**src/rtl/photobooth_pkg.sv**
```systemverilog
// Shared types and helpers for the photobooth sequencer: state encoding,
// filter indices and the saturating threshold adjustment.
package photobooth_pkg;

    typedef enum logic [2:0] {
        PB_IDLE      = 3'd0,
        PB_PHOTO     = 3'd1,
        PB_CHOOSE    = 3'd2,
        PB_THRESHOLD = 3'd3,
        PB_SEND      = 3'd4
    } pb_state_t;

    localparam logic [1:0] FILT_GRAY   = 2'd0;
    localparam logic [1:0] FILT_DITHER = 2'd1;
    localparam logic [1:0] FILT_THRESH = 2'd2;

    // One extra bit of headroom exposes overflow/underflow so the result can be clamped.
    function automatic logic [7:0] thresh_adjust(
        input logic [7:0] level,
        input logic [7:0] step,
        input logic       up
    );
        logic [8:0] wide;
        if (up) begin
            wide = {1'b0, level} + {1'b0, step};
            thresh_adjust = wide[8] ? 8'hFF : wide[7:0];
        end else begin
            wide = {1'b0, level} - {1'b0, step};
            thresh_adjust = wide[8] ? 8'h00 : wide[7:0];
        end
    endfunction

endpackage

```
**src/rtl/pb_second_tick.sv**
```systemverilog
// Prescaler producing a one-cycle tick every CLK_HZ cycles; held at zero while
// clear_in is high so the first tick lands a full second after release.
module pb_second_tick #(
    parameter int CLK_HZ = 65_000_000
) (
    input  logic clk_in,
    input  logic rst_in,
    input  logic clear_in,
    output logic tick_out
);

    localparam int              CNT_W = (CLK_HZ > 1) ? $clog2(CLK_HZ) : 1;
    localparam logic [CNT_W-1:0] LAST = CNT_W'(CLK_HZ - 1);

    logic [CNT_W-1:0] count;

    // NOTE: sequential state uses non-blocking assignments so every register
    // samples the pre-edge values regardless of statement order.
    always_ff @(posedge clk_in) begin
        if (rst_in || clear_in) begin
            count <= '0;
        end else if (count == LAST) begin
            count <= '0;
        end else begin
            count <= count + CNT_W'(1);
        end
    end

    assign tick_out = !clear_in && (count == LAST);

endmodule

```
**src/rtl/photobooth_ctrl.sv**
```systemverilog
// Photobooth flow sequencer: countdown and frame-aligned capture, filter and
// threshold selection, then hand-off to the send path.
module photobooth_ctrl
    import photobooth_pkg::*;
#(
    parameter int CLK_HZ         = 65_000_000,
    parameter int COUNTDOWN_S    = 3,
    parameter int NUM_FILTERS    = 3,
    parameter int THRESH_DEFAULT = 128,
    parameter int THRESH_STEP    = 8
) (
    input  logic       clk_in,
    input  logic       rst_in,
    input  logic       start_done_in,
    input  logic       frame_done_in,
    input  logic       btnl_in,
    input  logic       btnr_in,
    input  logic       btnc_in,
    input  logic       send_done_in,
    output logic [2:0] state_out,
    output logic       cam_write_en_out,
    output logic [3:0] countdown_out,
    output logic [1:0] filter_sel_out,
    output logic [7:0] threshold_out,
    output logic       send_start_out
);

    localparam logic [3:0] COUNT_INIT = 4'(COUNTDOWN_S);
    localparam logic [1:0] FILT_LAST  = 2'(NUM_FILTERS - 1);
    localparam logic [7:0] THR_INIT   = 8'(THRESH_DEFAULT);
    localparam logic [7:0] THR_STEP   = 8'(THRESH_STEP);

    pb_state_t  state_q, state_d;
    logic [3:0] countdown_q, countdown_d;
    logic [1:0] filter_q, filter_d;
    logic [7:0] threshold_q, threshold_d;
    logic       cam_we_q, cam_we_d;
    logic       send_start_q, send_start_d;
    logic       armed_q, armed_d;
    logic [2:0] btn_prev_q;
    logic [2:0] btn_cur;
    logic [2:0] btn_rise;
    logic       rise_l, rise_r, rise_c;
    logic       sec_tick;

    pb_second_tick #(
        .CLK_HZ(CLK_HZ)
    ) u_second_tick (
        .clk_in  (clk_in),
        .rst_in  (rst_in),
        .clear_in(state_q != PB_PHOTO),
        .tick_out(sec_tick)
    );

    assign btn_cur  = {btnc_in, btnr_in, btnl_in};
    assign btn_rise = btn_cur & ~btn_prev_q;
    assign rise_l   = btn_rise[0];
    assign rise_r   = btn_rise[1];
    assign rise_c   = btn_rise[2];

    always_ff @(posedge clk_in) begin
        if (rst_in) begin
            state_q      <= PB_IDLE;
            countdown_q  <= '0;
            filter_q     <= FILT_GRAY;
            threshold_q  <= THR_INIT;
            cam_we_q     <= 1'b1;
            send_start_q <= 1'b0;
            armed_q      <= 1'b0;
            // Buttons held through reset must not register as a press.
            btn_prev_q   <= '1;
        end else begin
            state_q      <= state_d;
            countdown_q  <= countdown_d;
            filter_q     <= filter_d;
            threshold_q  <= threshold_d;
            cam_we_q     <= cam_we_d;
            send_start_q <= send_start_d;
            armed_q      <= armed_d;
            btn_prev_q   <= btn_cur;
        end
    end

    always_comb begin
        // NOTE: every value gets a default before the case so no path leaves
        // it unassigned, which would otherwise infer a latch.
        state_d      = state_q;
        countdown_d  = countdown_q;
        filter_d     = filter_q;
        threshold_d  = threshold_q;
        cam_we_d     = cam_we_q;
        send_start_d = 1'b0;
        armed_d      = armed_q;

        case (state_q)
            PB_IDLE: begin
                if (start_done_in) begin
                    state_d     = PB_PHOTO;
                    countdown_d = COUNT_INIT;
                    armed_d     = 1'b0;
                end
            end

            PB_PHOTO: begin
                if (sec_tick && (countdown_q != 4'd0)) begin
                    countdown_d = countdown_q - 4'd1;
                end
                if (countdown_q == 4'd0) begin
                    armed_d = 1'b1;
                end
                // armed_q is registered, so a frame in the arming cycle is skipped.
                if (armed_q && frame_done_in) begin
                    cam_we_d = 1'b0;
                    state_d  = PB_CHOOSE;
                end
            end

            PB_CHOOSE: begin
                if (rise_c) begin
                    state_d = PB_THRESHOLD;
                end else if (rise_r && !rise_l) begin
                    filter_d = (filter_q == FILT_LAST) ? 2'd0 : filter_q + 2'd1;
                end else if (rise_l && !rise_r) begin
                    filter_d = (filter_q == 2'd0) ? FILT_LAST : filter_q - 2'd1;
                end
            end

            PB_THRESHOLD: begin
                if (rise_c) begin
                    state_d      = PB_SEND;
                    send_start_d = 1'b1;
                end else if (rise_r && !rise_l) begin
                    threshold_d = thresh_adjust(threshold_q, THR_STEP, 1'b1);
                end else if (rise_l && !rise_r) begin
                    threshold_d = thresh_adjust(threshold_q, THR_STEP, 1'b0);
                end
            end

            PB_SEND: begin
                if (send_done_in) begin
                    state_d     = PB_IDLE;
                    cam_we_d    = 1'b1;
                    threshold_d = THR_INIT;
                end
            end

            default: begin
                state_d     = PB_IDLE;
                cam_we_d    = 1'b1;
                threshold_d = THR_INIT;
            end
        endcase
    end

    assign state_out        = state_q;
    assign cam_write_en_out = cam_we_q;
    assign countdown_out    = countdown_q;
    assign filter_sel_out   = filter_q;
    assign threshold_out    = threshold_q;
    assign send_start_out   = send_start_q;

endmodule

```
**config.mk**
```make
export PLATFORM = sky130hd
export DESIGN_NAME = photobooth_ctrl
export DESIGN_NICKNAME = d
export VERILOG_FILES = /design/src/rtl/photobooth_pkg.sv /design/src/rtl/pb_second_tick.sv /design/src/rtl/photobooth_ctrl.sv
export SDC_FILE = /design/constraint.sdc
export NUM_CORES = 1
export LEC_CHECK = 0
export BUFFER_PORTS_ARGS = -buffer_cell sky130_fd_sc_hd__buf_4
export CORE_ASPECT_RATIO = 1.75
export CORE_UTILIZATION = 25
export DETAILED_ROUTE_END_ITERATION = 8
export SYNTH_ARGS = -nofsm -noshare
export SYNTH_HDL_FRONTEND = slang
export SYNTH_SLANG_ARGS = --single-unit
```
**constraint.sdc**
```tcl
create_clock -name clk_in -period 3.4 [get_ports clk_in]
set_input_delay 0.68 -clock clk_in [delete_from_list [all_inputs] [get_ports clk_in]]
set_output_delay 0.68 -clock clk_in [all_outputs]
set_load 0.05 [all_outputs]
```
# == Word-level counts from Yosys, hierarchy flattened ==
# Index checks and enable logic that the tools add are counted.
# Widths: inputs -> output; s select.
# totals
reg_bits,49
inputBits,8
output_inout_bits,19
wordCells,89
# op_classes
add_sub_neg,6
n_eq_ne,16
n_mux,27
bitwise_logic,6
reduce_logical,25
# op_table
op,count
$mux 8,6
$add 26x1->26 const B,1
$eq 26x26->1 const B,1
$pmux 8 s3,1
$ne 2x2->1 const B,8
$mux 3,5
$pmux 3 s5,1
$reduce_and 3->1,4
$add 8x4->9 const B,1
$sub 8x4->9 const B,1
$mux 2,4
$mux 4,2
$pmux 4 s2,1
$eq 3x2->1 const B,2
$reduce_or 3->1,2
$logic_and 1x1->1,5
$mux 1,5
$reduce_and 5->1,1
$logic_not 4->1,1
$not 1->1,4
$reduce_and 4->1,1
$reduce_bool 2->1,2
$reduce_bool 4->1,1
$reduce_or 2->1,2
other kinds (16),18

# == Longest topological paths before layout ==
# Gate-level depths: netlist (run 1).
# depth
depth_word,8
mapped_depth,7
ltp_nobuf,6

# == By module ==
# A second synthesis (run 1) with hierarchy kept.
# unflattened
hier_cells,294
area_unflattened_um2,2628.8
# by_module_without_submodules
module,instances,cells_per_inst,area_each_um2,seq_area_each_um2
photobooth_ctrl,1,153,1317.5,420.4
pb_second_tick,1,141,1311.3,520.5

# == Worst setup path before layout (run 1) ==
# No wires, ideal clock.
# synth_path
path_kind,input -> register
startpoint,in btnr_in
endpoint,"reg threshold_q[1], in the netlist threshold_out[1]"
setup_time_ns,0.070
arrival_ns,2.072
required_ns,3.330
setup_slack_ns,1.258
stages,6
n_path_buf,0
path_cell_list,nor2b_1 ha_1 inv_1 a41oi_1 or4b_1 a21oi_1
# synth_via
elab_chain_cells,5
word_cells_on_any_way,9
classes_between,eq/ne (1); mux (3); bitwise (1); reduce/logical (4)
# synth_lines
element,line,rtl
start: declaration,photobooth_ctrl.sv:17,"input logic btnr_in,"
$and 3x3->3 *,photobooth_ctrl.sv:56,assign btn_rise = btn_cur & ~btn_prev_q;
$logic_and 1x1->1 or $logic_not 1->1 (tied branches),"photobooth_ctrl.sv:132, photobooth_ctrl.sv:134",
$mux 8 or $logic_and 1x1->1 (tied branches),"photobooth_ctrl.sv:132, photobooth_ctrl.sv:134",
$mux 8 or $ne 3x3->1 (tied branches),--,
$pmux 8 s3 or $reduce_and 4->1 (tied branches),--,
end signal: assignment,photobooth_ctrl.sv:76,threshold_q <= threshold_d;
end: declaration,photobooth_ctrl.sv:36,"logic [7:0] threshold_q, threshold_d;"
# Every way passes the cells marked *; elsewhere a longest branch is shown, timed or not. The select of a mux whose other input is x is not followed.
# A chain may end at the register's enable or synchronous reset.

# == Worst setup path in the final report (run 1) ==
# layout_path
startpoint,in btnr_in
endpoint,"reg threshold_q[7], in the netlist threshold_out[7]"
# Same word-level chain as after synthesis.

==> results of run 1 <==
[layout by cell type (no fill, tap or decap), types with 4 or more instances in the layout]
cell type	Yosys	routed
o21ai_0	4	4
nand4_1	6	6
nor4_1	4	4
or2_2	5	5
ha_1	9	9
buf_4	2	27
nand3_1	12	12
a211oi_1	6	6
or3_1	5	5
a21oi_1	27	27
inv_1	16	16
or4_1	12	12
nor2_1	30	30
dfxtp_1	47	47
nor3_1	8	8
nand2b_1	7	7
xor2_1	4	4
clkbuf_16	0	5
xnor2_1	7	7
o31ai_1	10	10
nand2_1	17	17
[flip-flops by register name, summed over array words and instances (netlist names)]
register / flops
u_second_tick.count: 26
threshold_out: 6
countdown_out: 4
btn_prev_q: 3
state_out: 3
filter_sel_out: 2
armed_q: 1
cam_write_en_out: 1
send_start_out: 1
[final cells by class]
class                      count  area share (%)
inverter                      16            2.03
tap                          125            5.28
clock inverter                 3            1.48
clock buffer                   5            4.22
sequential                    47            31.8
multi-input combinational    221            48.4
timing repair buffer          27            6.84
[per-stage QoR]
step | utilization [%] | cells | power (mW)
after floorplan | - | 303 | 0.641
after global placement | 28.4 | 436 | 0.663
after detailed placement | 28.4 | 436 | 0.665
after CTS | 30.1 | 444 | 1.23
after global routing | 30.1 | 444 | 1.26
final | 30.1 | 444 | 1.21
[power groups by stage]
stage | Clock [mW] | Sequential [mW] | Combinational, mW
finish | 0.558 | 0.569 | 0.0827
global route | 0.603 | 0.570 | 0.0921
global placement | 0 | 0.581 | 0.0824
floorplan | 0 | 0.590 | 0.0510
CTS | 0.580 | 0.568 | 0.0838
detailed placement | 0 | 0.581 | 0.0835
[cells by family after synthesis]
group / count (synthesis) / share of synthesized area (%)
AOI/OAI and AO/OA: 68 / 17.4
and+or+nand+nor: 127 / 28.4
adders and majority gates: 9 / 4.46
DFF: 47 / 37.3
buffers and inverters: 35 / 6.00
xor gates and xnor gates: 11 / 3.82
muxes: 6 / 2.58
[critical path, stage by stage]
cell and delay [ns]:
buf_4 0.11, nor2b_1 0.12, ha_1 0.37, or4b_1 0.56, a211oi_1 0.33, nor4_1 0.10, a211oi_1 0.27
[worst paths after layout]
path,to
worst max-delay path,threshold_out[7]
worst min-delay path,u_second_tick.count[16]
worst max register to register,u_second_tick.count[25]
worst min register to register,u_second_tick.count[16]
[layer usage]
layer	up-vias	track usage [%]
li1	1128	-
met1	1089	10.2
met2	31	23.1
met3	4	2.03
met4	0	5.56
met5	-	0
==> summary.txt, run 1 <==
Status
  – Status: complete, no violations

Place
  – Post-DP HPWL: around 4.0 mm
  – Dpl cell area: roughly 0.0028 sq mm
  – Pre-CTS setup slack: 0.797 ns
  – PortBufs: 26
  – Placer Congestion: 0.766

Timing
  – Worst Tran Pin Value: approximately 0.83 ns
  – Slew margin rel.: around 44%
  – RSZ-0062 raised after global routing: false
  – Tmin final: 2.34 ns
  – Final Cycle Share: 68.8%
  – Setup-failing EPs final: 0
  – Max Fclk: around 0.43 GHz
  – Final Hold Viols: 0
  – Final TNS setup: 0 ns
  – Setup WS post-layout: approximately 1.1 ns
  – Max-slew violation total from the final report: 0
  – Final hold slack: ~0.48 ns
  – Worst clock skew: ~0.0086 ns

Yosys
  – Top cell type's share of synthesized area: between 30% and 40%
  – Synth top cells by count: dfxtp_1, nor2_1, a21oi_1
  – Synth unique cells: 55
  – Async SR Flop Fraction: 0%
  – Synth warnings: 0
  – Sequential area share after synthesis: 37.3%
  – Number of flops mapped to enable cells by yosys: 0
  – Synth Flop Type: dfxtp_1
  – Area leader, netlist: dfxtp_1
  – Mapped Cells: roughly 300
  – Mapped Area: approximately 0.0025 sq mm
  – #FFs+latches synth: between 40 and 50
  – Synth area leaders: dfxtp_1, a21oi_1, ha_1, nor2_1, or4_1
  – Synthesized area per cell: around 8.3 sq um
  – Top-count cell post-synth: dfxtp_1
  – Syn_nets: 320

CTS
  – CTS Buf Count: 5
  – Hold_buf cts: 0
  – CTS tree: done
  – Post-CTS setup buffer count: 0
  – Clk slew on worst S/H paths: about 0.070 ns
  – Worst skew pair latency: approximately 0.29 ns
  – CTS H-tree depth: 2
  – Max clock buf depth: 2
  – CTS Sinks: 47
  – CTS Root Cell: clkbuf_16
  – Post_cts resized: 0

Floorplan
  – Initial Utilization: 25.6%
  – # rows: 48
  – Die H: 135 microns
  – Io pins: 27
  – Die Span X: 78.0 microns
  – Die area: between 0.01 and 0.015 sq mm
  – Core ar.: between 0.009 and 0.01 sq mm

GRT
  – First-pass GRT wire length: ~9.5 mm
  – Largest net degree at the start of global routing: 28
  – All-layer global routing usage: 11.3%
  – Initial antenna violation count: 0
  – Vias in the first global route: 2162
  – Gr ovfl total: 0

Critical path
  – Crit path DAT: roughly 2.5 ns
  – Critical Path RT: between 3 and 4 ns
  – Crit Reg-Reg Startpoint: u_second_tick.count[2]
  – Type of origin of the critical path: primary input
  – Worst setup path class: in2reg
  – Crit end category: register
  – FF-to-FF setup slack: around 1.2 ns
  – Max FO, Critical Path: 15
  – Critical Path Start: btnr_in
  – R2R depth: 4

Pwr
  – Leak Pwr: around 0.96 nW
  – Sw frac: between 20% and 30%
  – Power Dens Cells: between 400 and 500 mW/mm^2
  – NetSw: ~0.27 mW
  – Internal Power: ~0.94 mW
  – Sequential share of power: a little under half
  – Clock Power Share: ~46%
  – Combinational share of power: 6.8%
  – Worst IR drop on VDD: 0.000190 V

Route
  – Vias/cell: approximately 5
  – Met2 wire len: roughly 3.2 mm
  – ANT nets after route: 0
  – Drt total wl: approximately 5.6 mm
  – Uppermost layer routed: met4
  – Detailed Route Iter0 Violations: 91
  – First-pass DRT Iterations: 4
  – DRC Markers: 0
  – M1 wire length: 2.11 mm
  – Vias: 2252
  – DR WL/cell: around 13 microns
  – Met3 wire length: 144 microns

Layout
  – Layout Cell Area excl Fill: a little under 0.003 sq mm
  – Layout cell share with drive strength beyond 1: between 10% and 20%
  – Reg area: around 940 sq um
  – Area Growth Syn to Fin: 17.3%
  – Final nets: about 340
  – Fillcell total: 1064
  – N_diodes: 0
  – Area of the multi-input gates: around 0.0014 sq mm

Min path
  – Worst hold start: u_second_tick.count[16]
  – Hold path cells: 2
  – Worst hold-check path type: reg2reg

Run
  – Max-cap violations: 0
No activity file was read; power rests on OpenSTA's default activity.
==> inputs of run 2 (changes only) <==
- ABC_AREA: not set -> 1
- clock period: 3.4 -> 2.3 ns (I/O delays scaled with it)
==> run 2 against run 1 <==
Net effect:
- final area increased by 11%
- critical path depth up 2
- register-to-register slack got worse by 0.64 ns
- synthesized cell count up 34%
- via count rose by 18%
- critical endpoint is now u_second_tick.count[13]
- first-iteration DRC count grew 85%
==> summary.txt, run 2 <==
CTS
  – Hold_buf cts: 0
  – Post-CTS setup buffer count: 0
  – Worst skew pair latency: around 0.29 ns
  – CTS tree: done
  – CTS Sinks: 47
  – CTS Buf Count: 5
  – Clk slew on worst S/H paths: around 0.070 ns
  – CTS Root Cell: clkbuf_16
  – Post_cts resized: 0
  – Max clock buf depth: 2
  – CTS H-tree depth: 2

Timing
  – Worst clock skew: 0.00637 ns
  – Setup-failing EPs final: 0
  – Max-slew violation total from the final report: 0
  – RSZ-0062 raised after global routing: false
  – Final Hold Viols: 0
  – Max Fclk: approximately 0.58 GHz
  – Final TNS setup: 0 ns
  – Slew margin rel.: between 70 and 80%
  – Tmin final: ~1.7 ns
  – Final Cycle Share: roughly three quarters
  – Worst Tran Pin Value: between 0.4 and 0.5 ns

Yosys
  – Synth top cells by count: nand2_1, nor2_1, dfxtp_1
  – Mapped Area: around 0.0027 sq mm
  – Syn_nets: ~420
  – Synth unique cells: 34
  – Async SR Flop Fraction: 0%
  – Mapped Cells: 405
  – Synth Flop Type: dfxtp_1
  – Mux share of post-synthesis cell area: 0%
  – Synth warnings: 0
  – Synth area leaders: dfxtp_1, nand2_1, nor2_1, a21oi_1, inv_1
  – Synthesized-area fraction occupied by and/or/nand/nor cells: 40.2%
  – Top-count cell post-synth: nand2_1
  – Synth Area in Adders: 4.10%
  – XOR/XNOR Fraction of Synth Area: under 10%
  – Compound-Gate Fraction of Synth Area: about a tenth
  – Top cell type's share of synthesized area: between 30% and 40%
  – Synthesized area per cell: roughly 6.8 sq um
  – Sequential area share after synthesis: roughly a third
  – Main combinational cell family by area after synthesis: simple AND/OR/NAND/NOR gates
  – Area leader, netlist: dfxtp_1
  – #FFs+latches synth: 47
  – Number of flops mapped to enable cells by yosys: 0

Floorplan
  – Core ar.: 0.0107 sq mm
  – Initial Utilization: between 20 and 30%
  – Die Span X: between 80 and 90 microns
  – # rows: 50
  – Io pins: 27
  – Die area: 0.0114 sq mm
  – Die H: between 100 and 150 microns

Place
  – Placer Congestion: 0.862
  – Post-DP HPWL: around 5.4 mm
  – PortBufs: 26

Layout
  – N_diodes: 0
  – Max reg flops: 26
  – Fillcell total: 1127
  – Final nets: about 450
  – Layout cell share with drive strength beyond 1: between 15 and 20%
  – Commonest non-fill, non-tap cell in the layout: nand2_1
  – Final Core Density: a little under a third
  – Commonest cells after routing, fill and taps aside: nand2_1, nor2_1, dfxtp_1, inv_1, buf_4
  – Biggest register: u_second_tick.count
  – Area Growth Syn to Fin: 19.3%

Run
  – Max-cap violations: 0

Pwr
  – Combinational share of power: between 30% and 40%
  – Clock Power Share: between 30% and 40%
  – Sw frac: 38.8%
  – Design Power: about 3.1 mW
  – Internal Power: 1.90 mW
  – Worst IR drop on VDD: approximately 0.00051 V
  – Sequential share of power: between 30% and 40%
  – Power Dens Cells: 945 mW/mm^2
  – NetSw: around 1.2 mW
  – Leak Pwr: approximately 1.3 nW

Critical path
  – Critical Path RT: roughly 2.5 ns
  – Most frequent CP cell: nand2_2
  – Crit path DAT: 1.91 ns
  – Critical path, cell by cell: ha_1, nand2_2, nor2_8, nand2_2, nor2_2, nand2_1, nand3_2, buf_4, a21oi_1
  – CP peak stage delay: 0.38 ns
  – Worst setup path class: reg2reg
  – Max FO, Critical Path: 15
  – Family with the most delay on the worst path: simple AND/OR/NAND/NOR gates
  – Worst path bufs/invs: 1
  – Type of origin of the critical path: register
  – Crit end category: register
  – CP max-delay cell: dfxtp_1

GRT
  – Vias in the first global route: roughly 2600
  – First-pass GRT wire length: ~11 mm
  – Gr ovfl total: 0
  – Largest net degree at the start of global routing: 16
  – All-layer global routing usage: roughly 13%
  – Initial antenna violation count: 0

Route
  – DRC Markers: 0
  – Vias/cell: roughly 4.7
  – Vias: 2664
  – ANT nets after route: 0
  – Detailed Route Iter0 Violations: 168
  – First-pass DRT Iterations: 5
  – Drt total wl: approximately 7 mm
  – DR WL/cell: roughly 12 microns

Status
  – Status: complete, no violations

Min path
  – Worst hold-check path type: in2reg
[run 2: changes by cell type after synthesis, sizes merged, moves of 7 or more]
cell    delta
nand2     +89
nor2      +39
inv       +30
nand3     +16
or4       -14
clkbuf    -10
o31ai      -8
nand2b     -7
[run 2: cells by family after synthesis]
group / Yosys count
xor+xnor: 10
fa+ha+maj: 9
flops: 47
buf+inv: 56
compound gates: 49
simple gates: 234
[run 2: per-stage QoR]
step | instances | setup slack [ns] | cell area (sq um) | hold slack [ns]
2_1_floorplan | 405 | 0.565 | 2750 | 0.426
3_5_place_dp | 557 | 0.444 | 3080 | 0.439
5_1_grt | 565 | 0.372 | 3280 | 0.369
4_1_cts | 565 | 0.539 | 3280 | 0.349
3_3_place_gp | 557 | 0.441 | 3080 | 0.440
6_report | 565 | 0.562 | 3280 | 0.353
[run 2: routing by layer]
metal | share of wire (%) | track usage (%) | up-vias
li1 | - | - | 1352
met1 | 36 | 12.1 | 1227
met2 | 58 | 24.6 | 71
met3 | 3.0 | 1.94 | 14
met4 | 2.5 | 6.39 | 0
met5 | 0 | 0 | -
[run 2: worst reg2reg max path: cells and delay by family (launching register included)]
kind	cells	cell delay, ns
adders and majority gates	1	0.25
buffers and inverters	1	0.22
DFF	1	0.38
and+or+nand+nor	6	0.73
AOI/OAI and AO/OA	1	0.05
[run 2: power groups by stage]
stage / sequential [mW] / combinational (mW) / clock, mW
2_1_floorplan: 1.26 / 0.643 / 0
3_3_place_gp: 1.03 / 1.13 / 0
3_5_place_dp: 1.03 / 1.14 / 0
4_1_cts: 1.02 / 1.15 / 0.961
5_1_grt: 1.04 / 1.26 / 1.00
6_report: 1.02 / 1.14 / 0.937
[run 2: worst paths after layout]
path         depth (start not counted)  slack (ns)                 endpoint              startpoint
min reg2reg                          2        0.46                  armed_q                 armed_q
max reg2reg                          9        0.56  u_second_tick.count[13]  u_second_tick.count[0]
max                                  9        0.56  u_second_tick.count[13]  u_second_tick.count[0]
min                                  3        0.35            btn_prev_q[0]                 btnl_in
[run 2: layout make-up]
| class | instances | area (sq um) | area share [%] |
|---|---|---|---|
| Clock inverter | 3 | 67.6 | 2.06 |
| Multi-Input combinational cell | 302 | 1570 | 47.8 |
| Timing Repair Buffer | 32 | 240 | 7.33 |
| Inverter | 46 | 175 | 5.35 |
| Sequential cell | 47 | 941 | 28.7 |
| Tap cell | 130 | 163 | 4.96 |
| Clock buffer | 5 | 125 | 3.82 |
